## src/rtl/washer_dispenser.sv

```systemverilog
// Washer dispenser: synchronises request edges, queues up to 3, and cycles the servo DOWN/UP per washer.
// Define WASHER_DISPENSER_COUNT_EN to build the completed-dispense counter on dispCount.
module washer_dispenser #(
   parameter int DIV        = 100000,
   parameter int DOWN_TICKS = 300,
   parameter int UP_TICKS   = 300
) (
   input  logic       CLK,
   input  logic       RST,
   input  logic       request,
   output logic       controlServo,
   output logic       busy,
   output logic       done,
   output logic       overflow,
   output logic [7:0] dispCount
);
   localparam int PW = (DIV > 1) ? $clog2(DIV) : 1;
   localparam int MT = (DOWN_TICKS > UP_TICKS) ? DOWN_TICKS : UP_TICKS;
   localparam int TW = (MT > 1) ? $clog2(MT) : 1;
   localparam logic [PW-1:0] PRE_LAST  = PW'(DIV - 1);
   localparam logic [TW-1:0] DOWN_LAST = TW'(DOWN_TICKS - 1);
   localparam logic [TW-1:0] UP_LAST   = TW'(UP_TICKS - 1);

   typedef enum logic [1:0] {IDLE, DOWN, UP, DONE} state_t;

   state_t        state, state_nxt;
   logic          sync1, sync2, hist;
   logic [2:0]    vld_pipe;
   logic          req_edge, leave_idle, tick_wrap;
   logic [1:0]    pending;
   logic [PW-1:0] presc;
   logic [TW-1:0] ticks;

   // vld_pipe holds off edge detection until sync2 and hist both carry post-reset
   // samples, so a request held high through reset release is not an edge.
   assign req_edge   = sync2 & ~hist & vld_pipe[2];
   assign leave_idle = (state == IDLE) && (pending != 2'd0);
   assign tick_wrap  = (presc == PRE_LAST);

   always_comb begin
      state_nxt = state;
      case (state)
         IDLE:    if (pending != 2'd0) state_nxt = DOWN;
         DOWN:    if (tick_wrap && ticks == DOWN_LAST) state_nxt = UP;
         UP:      if (tick_wrap && ticks == UP_LAST) state_nxt = DONE;
         DONE:    state_nxt = IDLE;
         default: state_nxt = IDLE;
      endcase
   end

   always_ff @(posedge CLK or posedge RST) begin
      if (RST) begin
         state        <= IDLE;
         sync1        <= 1'b0;
         sync2        <= 1'b0;
         hist         <= 1'b0;
         vld_pipe     <= 3'b000;
         pending      <= 2'd0;
         overflow     <= 1'b0;
         presc        <= '0;
         ticks        <= '0;
         controlServo <= 1'b0;
         busy         <= 1'b0;
         done         <= 1'b0;
      end else begin
         state    <= state_nxt;
         sync1    <= request;
         sync2    <= sync1;
         hist     <= sync2;
         vld_pipe <= {vld_pipe[1:0], 1'b1};

         if (req_edge && !leave_idle) begin
            if (pending == 2'd3) overflow <= 1'b1;
            else                 pending  <= pending + 2'd1;
         end else if (!req_edge && leave_idle) begin
            pending <= pending - 2'd1;
         end

         // Timers restart on every state entry so phase lengths never depend on request timing.
         if (state_nxt != state) begin
            presc <= '0;
            ticks <= '0;
         end else if (state == DOWN || state == UP) begin
            if (tick_wrap) begin
               presc <= '0;
               ticks <= ticks + 1'b1;
            end else begin
               presc <= presc + 1'b1;
            end
         end

         // Outputs decoded from next state and registered: glitch-free, aligned with state.
         controlServo <= (state_nxt == DOWN);
         busy         <= (state_nxt != IDLE);
         done         <= (state_nxt == DONE);
      end
   end

`ifdef WASHER_DISPENSER_COUNT_EN
   logic [7:0] cnt;
   always_ff @(posedge CLK or posedge RST) begin
      if (RST)                cnt <= 8'd0;
      else if (state == DONE) cnt <= cnt + 8'd1;
   end
   assign dispCount = cnt;
`else
   assign dispCount = 8'd0;
`endif

endmodule

```

## config.mk

```make
export PLATFORM = sky130hd
export DESIGN_NAME = washer_dispenser
export DESIGN_NICKNAME = d
export VERILOG_FILES = /design/src/rtl/washer_dispenser.sv
export SDC_FILE = /design/constraint.sdc
export NUM_CORES = 1
export LEC_CHECK = 0
export ABC_AREA = 1
export ABC_CLOCK_PERIOD_IN_PS = 5000
export CORE_MARGIN = 3
export CORE_UTILIZATION = 58
export CTS_BUF_LIST = sky130_fd_sc_hd__clkbuf_4
export CTS_CLUSTER_SIZE = 25
export DETAILED_ROUTE_END_ITERATION = 10
export PLACE_DENSITY = 0.84
export SLEW_MARGIN = 10
export SYNTH_ARGS = -nofsm -noshare
export SYNTH_HDL_FRONTEND = slang
export SYNTH_SLANG_ARGS = --single-unit
```

## constraint.sdc

```tcl
create_clock -name CLK -period 5 [get_ports CLK]
set_input_delay 1 -clock CLK [delete_from_list [all_inputs] [get_ports CLK]]
set_output_delay 1 -clock CLK [all_outputs]
set_load 0.01 [all_outputs]
```

==> flow_summary_export.csv, run 1 <==
group,metric,value,unit
status,outcome,"complete, no violations",
route,drt-total-wl,4.59,mm
sta,setup_violations,0,
clock_tree,clk_latency,0.37,ns
pwr,leakagePower,0.00125,uW
setup_path,crit_path_end_kind,"flop",
clock_tree,clk_pin_slew,0.13,ns
finish,areaGrowthSynthToFinish,4.12,%
sta,clock.fmax,0.361,GHz
yosys,synth_area_leaders,"dfrtp_1 41%, nand2_1 7.6%, xor2_1 6.5%",
route,wire_per_inst,12.9,um
finish,diodes,0,
setup_path,startpoint_type,"flop",
global_routing,grt_pass1_vias,1819,
setup_path,worst-setup-path-type,"reg2reg",
sta,maxSlewViolCount,0,
setup_path,r2r-start,"state[0]",
placement,port_buffers,6,
yosys,yosys.area.top_type,"dfrtp_1",
sta,slew_headroom,0.417,
floorplanning,boundaryPins,15,
placement,hpwl,3.16,mm
setup_path,worst-path-buf-inv,2,
sta,min_period,2.77,ns
yosys,synthCells,305,
clock_tree,htree_levels,2,
sta,finClkSkew,0.00735,ns
floorplanning,die_height,70.8,um
route,drc,0,
yosys,ys_warn_count,0,
setup_path,crit_chain,"inv_1 -> ha_1 -> clkinv_1 -> nand2_2 -> o21ai_1",
finish,layout.nets,314,
setup_path,required,5.26,ns
global_routing,antenna_found_initial,0,
yosys,ys_seq_elements,40,
global_routing,track_usage,0.198,
sta,hold_violations,0,
setup_path,path_max_fanout,27,
clock_tree,numCtsBuffers,5,
floorplanning,num_rows,22,
yosys,synthFlopType,"dfrtp_1",
pwr,p_per_area,382,nW/um2
yosys,synth_seq_area_share,0.412,
placement,gp_congestion,0.889,
yosys,synth_most_common_cell,"nand2_1",
sta,worstMarginPinSlew,0.874,ns
setup_path,reg2reg_slack,2.23,ns
finish,drive_above_1_share,0.0684,
clock_tree,cts.hold.buffers_added,0,
clock_tree,cts_root_buffer,"clkbuf_4",
setup_path,critPathLaunch,"state[0]",
clock_tree,cts_tree,"built",
setup_path,endpoint,"presc[12]",
setup_path,crit_slowest_cell,"ha_1",
setup_path,critical_path_cell_count,5,
yosys,synth_cell_type_count,31,
sta,fin_crit_sh,0.554,
setup_path,path_delay_family,"adder cells",
route,drt-initial-drc-count,158,
global_routing,grt_pass1_wl,8.02,mm
route,firstDrtPassIters,4,
yosys,avgSynthCellArea,7.97,um2
min_path,hold_class,"reg2reg",
floorplanning,start_util,0.631,
clock_tree,clockBufferDepth,2,
yosys,synth_edf_count,0,
yosys,synth_common_cells,"49 x nand2_1, 40 x dfrtp_1, 39 x inv_1",
route,dr_total_vias,1960,
clock_tree,cts_setup_buffers,0,
finish,fin_util,0.657,
route,routed_via_density,5.52,
setup_path,r2r_cells,5,
floorplanning,core_area,3850,um2
yosys,synth_top_area_frac,0.412,
global_routing,grt_overflow,0,
yosys,syn_area,2430,um2
sta,setup_tns,0,ns
setup_path,arrival,3.04,ns
global_routing,grt_start_max_net_pins,45,
clock_tree,cts_resized,0,
pwr,ir_worst_vdd,231,uV
clock_tree,numClockSinks,40,
floorplanning,dieArea,5010,um2
route,ant_nets,0,
floorplanning,dieWidth,70.8,um
setup_path,reg2reg_to,"presc[12]",
sta,grt_setup_unrepaired,"no",
run,drv_cap,0,
setup_path,critPathMaxStageDelay,0.87,ns
yosys,async_reset_ff_frac,1.00,
## layout make-up
cell class | count | area (um2)
clock buffers | 5 | 37.5
multi-input cells | 209 | 1160
fillers | 316 | 1320
well taps | 48 | 60.1
repair buffers | 7 | 67.6
flip-flops and latches | 40 | 1000
inverters | 43 | 161
clock inverters | 3 | 46.3
## where the power goes
part / leakage [uW] / switching (uW) / internal, uW / total (uW)
sequential: 0.000532 / 26.7 / 357 / 384
clock: 0.0000418 / 123 / 107 / 230
combinational: 0.000672 / 256 / 98.2 / 354
## per-stage QoR
stage | power, uW | worst slack [ns] | cells | area [um2] | hold WS [ns]
finish | 968 | 2.23 | 355 | 2530 | 0.369
global route | 1030 | 2.01 | 355 | 2530 | 0.376
CTS | 967 | 2.29 | 355 | 2530 | 0.372
detailed placement | 741 | 2.30 | 347 | 2450 | 0.342
global placement | 734 | 2.34 | 347 | 2450 | 0.332
floorplan | 721 | 3.08 | 312 | 2460 | 0.331
## registers in the layout (all words and copies together) (netlist names), 2 cells and up
register / count
presc: 17
pending: 2
ticks: 9
state: 2
vld_pipe: 3
## metal layers
layer  global-route usage  up-vias  wire length (um)  part of all wire
li1                     -      983                 -                 -
met1                0.259      919              2060              0.45
met2                0.323       52              2240              0.49
met3               0.0426        6               225             0.049
met4               0.0752        0                68             0.015
met5                    0        -                 0                 0
## kinds of logic (layout without fill, tap and decap cells)
| group | count (synthesis) | count (layout) | share of synthesized area |
|---|---|---|---|
| adder cells (fa/ha/maj) | 5 | 5 | 0.0257 |
| AO/OA/AOI/OAI | 27 | 27 | 0.0658 |
| buffers and inverters | 63 | 58 | 0.123 |
| AND/OR/NAND/NOR | 149 | 149 | 0.302 |
| flip-flops | 40 | 40 | 0.412 |
| XOR/XNOR | 19 | 19 | 0.0684 |
| other | 2 | 9 | 0.00309 |
## how the worst min path moves through the flow
stage / endpoint / cells after the start / slack, ns / start
after floorplan: sync2 / 0 / 0.33 / sync1
after global placement: sync2 / 0 / 0.33 / sync1
after detailed placement: vld_pipe[2] / 0 / 0.34 / vld_pipe[1]
after CTS: vld_pipe[2] / 0 / 0.37 / vld_pipe[1]
after global routing: vld_pipe[1] / 0 / 0.38 / vld_pipe[0]
final: vld_pipe[1] / 0 / 0.37 / vld_pipe[0]
## layout by cell type (no fill, tap or decap), types with 2 or more instances in the layout
| master | Yosys | final |
|---|---|---|
| nand2_1 | 49 | 49 |
| dfrtp_1 | 40 | 40 |
| inv_1 | 39 | 39 |
| nand3_1 | 31 | 31 |
| nor2_1 | 24 | 24 |
| nand4_1 | 21 | 21 |
| xor2_1 | 18 | 18 |
| o21ai_1 | 9 | 9 |
| o211ai_1 | 9 | 9 |
| conb_1 | 2 | 9 |
| nor3_1 | 7 | 7 |
| nand3b_1 | 6 | 6 |
| clkdlybuf4s50_1 | 0 | 6 |
| o21ai_0 | 5 | 5 |
| ha_1 | 5 | 5 |
| clkbuf_4 | 0 | 5 |
| nand2_2 | 4 | 4 |
| inv_2 | 3 | 3 |
| a21oi_1 | 3 | 3 |
| nand3_2 | 2 | 2 |
Note: power is estimated with default switching activity, not from simulation.
==> inputs of run 2 (changes only) <==
ABC_CLOCK_PERIOD_IN_PS = 2710   (was 5000)
clock period = 2.71 ns   (was 5 ns; I/O delays follow)
==> run 2 against run 1 <==
  * Wire length increased by 0.13%
  * Largest power group unchanged
  * Count of clock-buffer cells in the layout stayed put
  * Power up 76%
  * Cell count is 1.1% higher
  * Critical path depth up 11
  * Die area stayed put
  * Combinational power increased by 97%
  * Clock power rose by 30%
  * Sequential power is 84% higher
==> flow_summary_export.csv, run 2 (synthesis results as in run 1) <==
group,metric,value,unit
floorplanning,num_rows,22,
setup_path,endpoint,"presc[6]",
clock_tree,numCtsBuffers,5,
placement,dp_cells,351,
setup_path,critPathMaxStageDelay,0.40,ns
sta,setup_violations,0,
route,wire_per_inst,12.8,um
route,drc,0,
floorplanning,dieArea,5010,um2
setup_path,reg2reg_to,"presc[6]",
clock_tree,numClockSinks,40,
global_routing,grt_pass1_vias,1910,
finish,final_cells,359,
placement,hpwl,3.19,mm
run,drv_cap,0,
global_routing,grt_overflow,0,
finish,diodes,0,
clock_tree,cts_setup_buffers,0,
finish,final_cell_mix,"49 x nand2_1, 40 x dfrtp_1, 39 x inv_1",
sta,setup_tns,0,ns
placement,gp_congestion,0.967,
finish,largest_reg_flops,17,
setup_path,startpoint_type,"flop",
floorplanning,start_util,0.631,
clock_tree,cts_tree,"built",
finish,n_fill_cell,334,
sta,slew_headroom,0.641,
setup_path,required,3.00,ns
finish,multiInputGateArea,1160,um2
finish,areaGrowthSynthToFinish,4.01,%
sta,clock.fmax,0.431,GHz
global_routing,track_usage,0.205,
floorplanning,die_height,70.8,um
global_routing,grt_pass1_wl,8.30,mm
floorplanning,core_area,3850,um2
pwr,leakagePower,0.00125,uW
finish,layout_commonest_cell,"nand2_1",
setup_path,worst-setup-path-type,"reg2reg",
finish,seq_area,1000,um2
sta,hold_violations,0,
route,routed_via_density,5.48,
finish,top_regs,"presc: 17 flops, ticks: 9 flops, vld_pipe: 3 flops",
sta,worstMarginPinSlew,0.535,ns
sta,maxSlewViolCount,0,
floorplanning,boundaryPins,15,
placement,port_buffers,6,
global_routing,grt_start_max_net_pins,41,
route,dr_total_vias,1966,
setup_path,reg2reg_slack,0.39,ns
finish,layout.nets,318,
setup_path,crit_path_end_kind,"flop",
clock_tree,clockBufferDepth,2,
finish,regMostFlops,"presc",
clock_tree,cts_root_buffer,"clkbuf_4",
setup_path,crit_slowest_cell,"dfrtp_1",
route,firstDrtPassIters,5,
setup_path,r2r-start,"presc[0]",
sta,min_period,2.32,ns
status,outcome,"complete, no violations",
clock_tree,clk_pin_slew,0.12,ns
route,drt-initial-drc-count,152,
route,drt-total-wl,4.59,mm
setup_path,path_max_fanout,27,
finish,drive_above_1_share,0.0772,
setup_path,crit_chain,"ha_1 -> nand2_2 -> nor2_4 -> nand2_1 -> nor2_1 -> nand3_1 -> nand2_1 -> nand2_1 -> nand2_1 -> nand2_1 -> nand3_1 -> nand2_2 -> nor2_8 -> buf_4 -> nand3b_1 -> o21ai_1",
pwr,ir_worst_vdd,428,uV
setup_path,r2r_cells,16,
sta,grt_setup_unrepaired,"no",
setup_path,critPathLaunch,"presc[0]",
clock_tree,cts_resized,0,
setup_path,crit_top_cell,"nand2_1",
clock_tree,clk_latency,0.37,ns
sta,fin_crit_sh,0.856,
floorplanning,dieWidth,70.8,um
route,ant_nets,0,
clock_tree,htree_levels,2,
global_routing,antenna_found_initial,0,
min_path,hold_class,"reg2reg",
setup_path,arrival,2.61,ns
clock_tree,cts.hold.buffers_added,0,
pwr,p_per_area,674,nW/um2
sta,finClkSkew,0.0122,ns
[run 2: changes by cell type in the layout (fill, tap and decap cells not counted), sizes merged]
cell	delta
buf	+4
bufinv	-1
clkinv	+3
clkinvlp	-1
inv	-1
[run 2: worst min-delay path by stage]
stage                      startpoint          end  slack [ns]  depth (start not counted)
final                     vld_pipe[1]  vld_pipe[2]        0.36                          0
after global routing      vld_pipe[1]  vld_pipe[2]        0.37                          0
after CTS                 vld_pipe[1]  vld_pipe[2]        0.36                          0
after detailed placement  vld_pipe[1]  vld_pipe[2]        0.34                          0
after global placement          sync1        sync2        0.33                          0
after floorplan                 sync1        sync2        0.33                          0
[run 2: area by class of cell]
class                      count  area share
clock inverter                 3     0.00544
multi-input combinational    209       0.458
tap                           48      0.0237
timing repair buffer          11      0.0386
sequential                    40       0.396
clock buffer                   5      0.0148
inverter                      43      0.0638
[run 2: power breakdown]
group | internal (uW) | leakage [uW] | switching (uW)
Clock | 95.2 | 0.0000324 | 203
Combinational | 219 | 0.000690 | 480
Sequential | 659 | 0.000532 | 47.4
Total | 974 | 0.00125 | 730
[run 2: stage by stage]
stage               power [uW]  cell area [um2]  hold WS [ns]  setup slack (ns)   util
floorplan                 1330             2460         0.331             0.881      -
detailed placement        1420             2480         0.336             0.412  0.643
global placement          1400             2480         0.332             0.483  0.643
global route              1830             2530         0.372             0.114  0.656
finish                    1700             2530         0.361             0.389  0.656
CTS                       1710             2530         0.363             0.381  0.656
[run 2: per-layer routing]
metal  vias to the layer above  global-route usage  routed length, um  part of all wire
met3                         6              0.0511                222             0.048
met2                        44               0.337               2220              0.48
met4                         0              0.0793                 74             0.016
met5                         -                   0                  0                 0
met1                       927               0.261               2070              0.45
li1                        989                   -                  -                 -
[run 2: critical path: cells and delay by family (launching register included)]
| family | cells | cell delay [ns] |
|---|---|---|
| AO/OA/AOI/OAI | 1 | 0.09 |
| adder cells (fa/ha/maj) | 1 | 0.19 |
| buffers and inverters | 1 | 0.25 |
| flip-flops | 1 | 0.40 |
| AND/OR/NAND/NOR | 13 | 1.30 |
==> inputs of run 3 (changes only) <==
ABC_CLOCK_PERIOD_IN_PS = 2300   (was 2710)
clock period = 2.3 ns   (was 2.71 ns; I/O delays follow)
==> run 3 against run 2 <==
  * Clock skew rose by 0.0036 ns
  * Via count rose by 4.4%
  * Critical endpoint is now presc[13]
  * Clock power rose by 25%
  * Register-to-register slack got worse by 0.28 ns
  * Highest routed layer unchanged
==> flow_summary_export.csv, run 3 (synthesis results as in run 1) <==
group,metric,value,unit
setup_path,startpoint_type,"flop",
placement,port_buffers,6,
finish,final_cell_mix,"49 x nand2_1, 40 x dfrtp_1, 39 x inv_1",
global_routing,grt_pass1_vias,1948,
route,wire_per_inst,14.3,um
finish,n_fill_cell,307,
clock_tree,htree_levels,2,
sta,slew_headroom,0.623,
pwr,p_per_area,850,nW/um2
min_path,min_from,"vld_pipe[0]",
setup_path,reg2reg_to,"presc[13]",
min_path,worstHoldPathCells,0,
floorplanning,core_area,3850,um2
pwr,p_seq_frac,0.383,
sta,finClkSkew,0.0158,ns
finish,top_regs,"presc: 17 flops, ticks: 9 flops, vld_pipe: 3 flops",
sta,grt_setup_unrepaired,"yes",
placement,dp_cells,352,
setup_path,critPathMaxStageDelay,0.42,ns
setup_path,crit_chain,"ha_2 -> nand2_2 -> nor2_4 -> nand2_1 -> nor2_1 -> nand3_1 -> nand2_1 -> nand2_1 -> nand2_1 -> nand2_1 -> nand3_1 -> nand2_2 -> nor2_8 -> buf_2 -> nand3_1 -> o21ai_1",
setup_path,path_max_fanout,6,
clock_tree,numClockSinks,40,
route,drt-total-wl,5.18,mm
pwr,internal-power,1270,uW
clock_tree,clk_pin_slew,0.11,ns
sta,clock.fmax,0.457,GHz
clock_tree,cts_tree,"built",
route,dr_total_vias,2053,
clock_tree,cts_root_buffer,"clkbuf_4",
route,drt-initial-drc-count,228,
floorplanning,die_height,70.8,um
global_routing,antenna_found_initial,0,
sta,setup_violations,0,
setup_path,reg2reg_slack,0.11,ns
setup_path,crit_slowest_cell,"dfrtp_1",
route,ant_nets,0,
setup_path,crit_top_cell,"nand2_1",
clock_tree,clk_latency,0.36,ns
pwr,ir_worst_vdd,574,uV
min_path,whs_endpoint,"vld_pipe[1]",
sta,hold_violations,0,
run,drv_cap,0,
setup_path,r2r_cells,16,
sta,fin_crit_sh,0.950,
sta,maxSlewViolCount,0,
clock_tree,clockBufferDepth,2,
setup_path,crit_path_end_kind,"flop",
clock_tree,cts.hold.buffers_added,0,
floorplanning,dieWidth,70.8,um
pwr,leakagePower,0.00128,uW
route,firstDrtPassIters,4,
global_routing,grt_overflow,0,
finish,areaGrowthSynthToFinish,6.07,%
finish,largest_reg_flops,17,
finish,diodes,0,
setup_path,r2r-start,"presc[0]",
pwr,switchingPower,928,uW
finish,layout_commonest_cell,"nand2_1",
floorplanning,dieArea,5010,um2
finish,final_cells,363,
setup_path,arrival,2.46,ns
global_routing,track_usage,0.216,
pwr,sw_frac_of_total,0.423,
finish,regMostFlops,"presc",
route,drc,0,
finish,drive_above_1_share,0.0952,
min_path,hold_class,"reg2reg",
route,routed_via_density,5.66,
finish,layout.nets,322,
floorplanning,start_util,0.631,
global_routing,grt_pass1_wl,8.71,mm
clock_tree,numCtsBuffers,5,
sta,worstMarginPinSlew,0.560,ns
pwr,p_comb_frac,0.447,
floorplanning,boundaryPins,15,
placement,hpwl,3.53,mm
sta,setup_tns,0,ns
setup_path,worst-setup-path-type,"reg2reg",
pwr,clkPwrFrac,0.170,
status,outcome,"complete, no violations",
placement,gp_congestion,0.901,
floorplanning,num_rows,22,
global_routing,grt_start_max_net_pins,41,
sta,min_period,2.19,ns
setup_path,required,2.57,ns
==> run 3: repair_timing <==
| action | CTS | global route |
|---|---|---|
| gates resized for setup | 0 | 3 |
| buffers inserted | 0 | 3 |
| setup endpoints to repair | 0 | 25 |
==> run 3: worst max path at each step <==
stage	slack [ns]	end	startpoint	cells past startpoint
floorplan	0.47	ticks[0]	state[0]	7
global placement	0.25	ticks[2]	presc[0]	14
detailed placement	0.14	presc[6]	presc[0]	14
CTS	0.12	ticks[7]	presc[0]	14
global route	-0.07	presc[13]	presc[0]	15
finish	0.11	presc[13]	presc[0]	16
==> run 3: final cells by class <==
type                    instances  area, um2  area share
flip-flops and latches         40       1000       0.388
inverters                      43        161      0.0626
clock inverters                 1       3.75     0.00145
repair buffers                 15        138      0.0533
well taps                      48       60.1      0.0233
multi-input cells             209       1160       0.451
clock buffers                   7       52.6      0.0204
==> run 3: metal layers <==
| metal | vias up | part of all wire | GRT usage | wire (um) |
|---|---|---|---|---|
| met5 | - | 0 | 0 | 0 |
| met4 | 0 | 0.017 | 0.102 | 90 |
| met3 | 10 | 0.047 | 0.0426 | 242 |
| met2 | 59 | 0.50 | 0.349 | 2610 |
| met1 | 981 | 0.43 | 0.277 | 2240 |
| li1 | 1003 | - | - | - |
==> run 3: worst max-delay path, delay by kind of cell (launching register included) <==
family                     cells  cell delay [ns]
AOI/OAI and AO/OA              1             0.12
adders and majority gates      1             0.21
buffers and inverters          1             0.18
DFF                            1             0.42
and+or+nand+nor               13             1.18
==> run 3: power by group through the flow <==
stage / combinational (uW) / sequential [uW] / clock [uW]
CTS: 917 / 840 / 376
finish: 980 / 841 / 372
detailed placement: 913 / 854 / 0
global placement: 882 / 846 / 0
global route: 1070 / 849 / 410
floorplan: 716 / 852 / 0
==> run 3: stage by stage <==
step	area (um2)	util	setup WS [ns]	hold slack [ns]	power, uW
5_1_grt	2580	0.669	-0.0654	0.369	2330
4_1_cts	2550	0.663	0.116	0.360	2130
2_1_floorplan	2460	-	0.471	0.331	1570
6_report	2580	0.669	0.114	0.357	2190
3_3_place_gp	2500	0.648	0.254	0.331	1730
3_5_place_dp	2500	0.648	0.140	0.336	1770
==> patch (config.mk and constraints of run 3) <==
Register the output `controlServo` once more, with the module's reset; this adds one clock of latency there. The other outputs are not delayed to match.
--- a/src/rtl/washer_dispenser.sv
+++ b/src/rtl/washer_dispenser.sv
@@ -22,6 +22,8 @@
    localparam logic [TW-1:0] UP_LAST   = TW'(UP_TICKS - 1);
 
    typedef enum logic [1:0] {IDLE, DOWN, UP, DONE} state_t;
+
+   logic controlServo_s0;
 
    state_t        state, state_nxt;
    logic          sync1, sync2, hist;
@@ -59,7 +61,7 @@
          overflow     <= 1'b0;
          presc        <= '0;
          ticks        <= '0;
-         controlServo <= 1'b0;
+         controlServo_s0 <= 1'b0;
          busy         <= 1'b0;
          done         <= 1'b0;
       end else begin
@@ -90,7 +92,7 @@
          end
 
          // Outputs decoded from next state and registered: glitch-free, aligned with state.
-         controlServo <= (state_nxt == DOWN);
+         controlServo_s0 <= (state_nxt == DOWN);
          busy         <= (state_nxt != IDLE);
          done         <= (state_nxt == DONE);
       end
@@ -107,5 +109,13 @@
    assign dispCount = 8'd0;
 `endif
 
+   always_ff @(posedge CLK or posedge RST) begin
+      if (RST) begin
+         controlServo <= '0;
+      end else begin
+         controlServo <= controlServo_s0;
+      end
+   end
+
 endmodule
 
Check against the original RTL: not equivalent (a bounded check fails within 10 cycles, from zero or initial values and one cycle with RST high).
==> patch against run 3 <==
Combinational power increased by 30%; total power up 19%; cell area rose by 6.6%; synthesized area up 1.0%; global-route usage fell by 1.3 points; worst setup slack got worse by 0.038 ns; hold slack improved by 0.0053 ns; wire length increased by 0.58%; sequential cell count increased by 1; critical path type unchanged; largest cell class unchanged; largest power group unchanged.
==> patch: results (changes against run 3) <==
[timing]
finClkSkew_ns=0.0131  ; -0.00276 ns
relSlewSlack_pct=61.0  ; -1.4 points
hold_ws_ns=0.362  ; +0.00532 ns

[synth]
synth_common_cells=nand2_1 (49), dfrtp_1 (41), inv_1 (39)
ys_seq_area_share_pct=41.8  ; +0.60 points
synth-compound-area-share_pct=6.52  ; -0.067 points
ys_ff_latch=41  ; +2.5%
synthXorXnorAreaFrac_pct=6.77  ; -0.070 points
synthTopCellsByArea=dfrtp_1 (42%), nand2_1 (7.5%), xor2_1 (6.4%)

[placed_design]
dp_hpwl_um=3360  ; -4.9%
dpl_cell_area_um2=2530  ; +1.4%
place_inst=356  ; +1.1%

[global_routing]
grt_max_degree=30  ; -27%
grt_pass1_vias=1826  ; -6.3%
gr-usage-all-layers_pct=20.3  ; -1.3 points
met2_usage_pct=30.7  ; -4.2 points
gr-usage-met3_pct=3.84  ; -0.43 points
met1_usage_pct=29.5  ; +1.8 points
grt_pass1_wl_um=8250  ; -5.3%

[drt]
drt_wl_total_um=5210  ; +0.58%
wl_met2_um=2520  ; -3.2%
dr_total_vias=2109  ; +2.7%
first_iter_violations=252  ; +11%
wl_met1_um=2320  ; +3.8%
met3_wirelength_um=262  ; +8.3%

[setup_path]
critPathArrivalTime_ns=2.54  ; +0.08 ns
ff2ff_setup_slack_ns=0.08  ; -0.04 ns

[run_status]
status=completed

[final_layout]
clkbuf_count=6  ; -1
buffer_area_share_pct=7.64  ; +2.3 points
multi_input_area_um2=1210  ; +4.2%
buffers_excl_clock=19  ; +4
nets=328  ; +1.9%
final_area_um2=2750  ; +6.6%
seq_share_pct=37.3  ; -1.5 points
drive_above_1_share_pct=12.5  ; +2.9 points
stdcell_count=371  ; +2.2%

[worst_hold_path]
hp-start=vld_pipe[1]

[power]
ir_worst_vdd_v=0.000556  ; -3.2%

## patch: changes by cell type in the layout (fill, tap and decap cells not counted), moves of 2 or more
| cell | before | now |
|---|---|---|
| buf_6 | 0 | 2 |
| clkbuf_16 | 0 | 2 |
| nand2_2 | 4 | 1 |
| nand2_4 | 0 | 3 |
| nand3_1 | 31 | 28 |
| nand3_2 | 2 | 5 |
## patch: worst paths after layout
check	end	cells past startpoint
worst max-delay path	ticks[7]	16
worst min-delay path	vld_pipe[2]	0
worst max register to register	ticks[7]	16
worst min register to register	vld_pipe[2]	0
max in group asynchronous	vld_pipe[1]	3
min in group asynchronous	ticks[8]	2
## patch: timing repair
item,in CTS,in global routing
setup endpoints to repair,0,25
resized for setup,0,11
setup buffers,0,2
## patch: report_power, final
part,internal [mW],switching (mW),leakage [nW],total [mW]
clock network,0.238,0.244,0.0433,0.482
registers,0.803,0.0639,0.544,0.867
logic,0.551,0.721,0.760,1.27
total,1.59,1.03,1.35,2.62
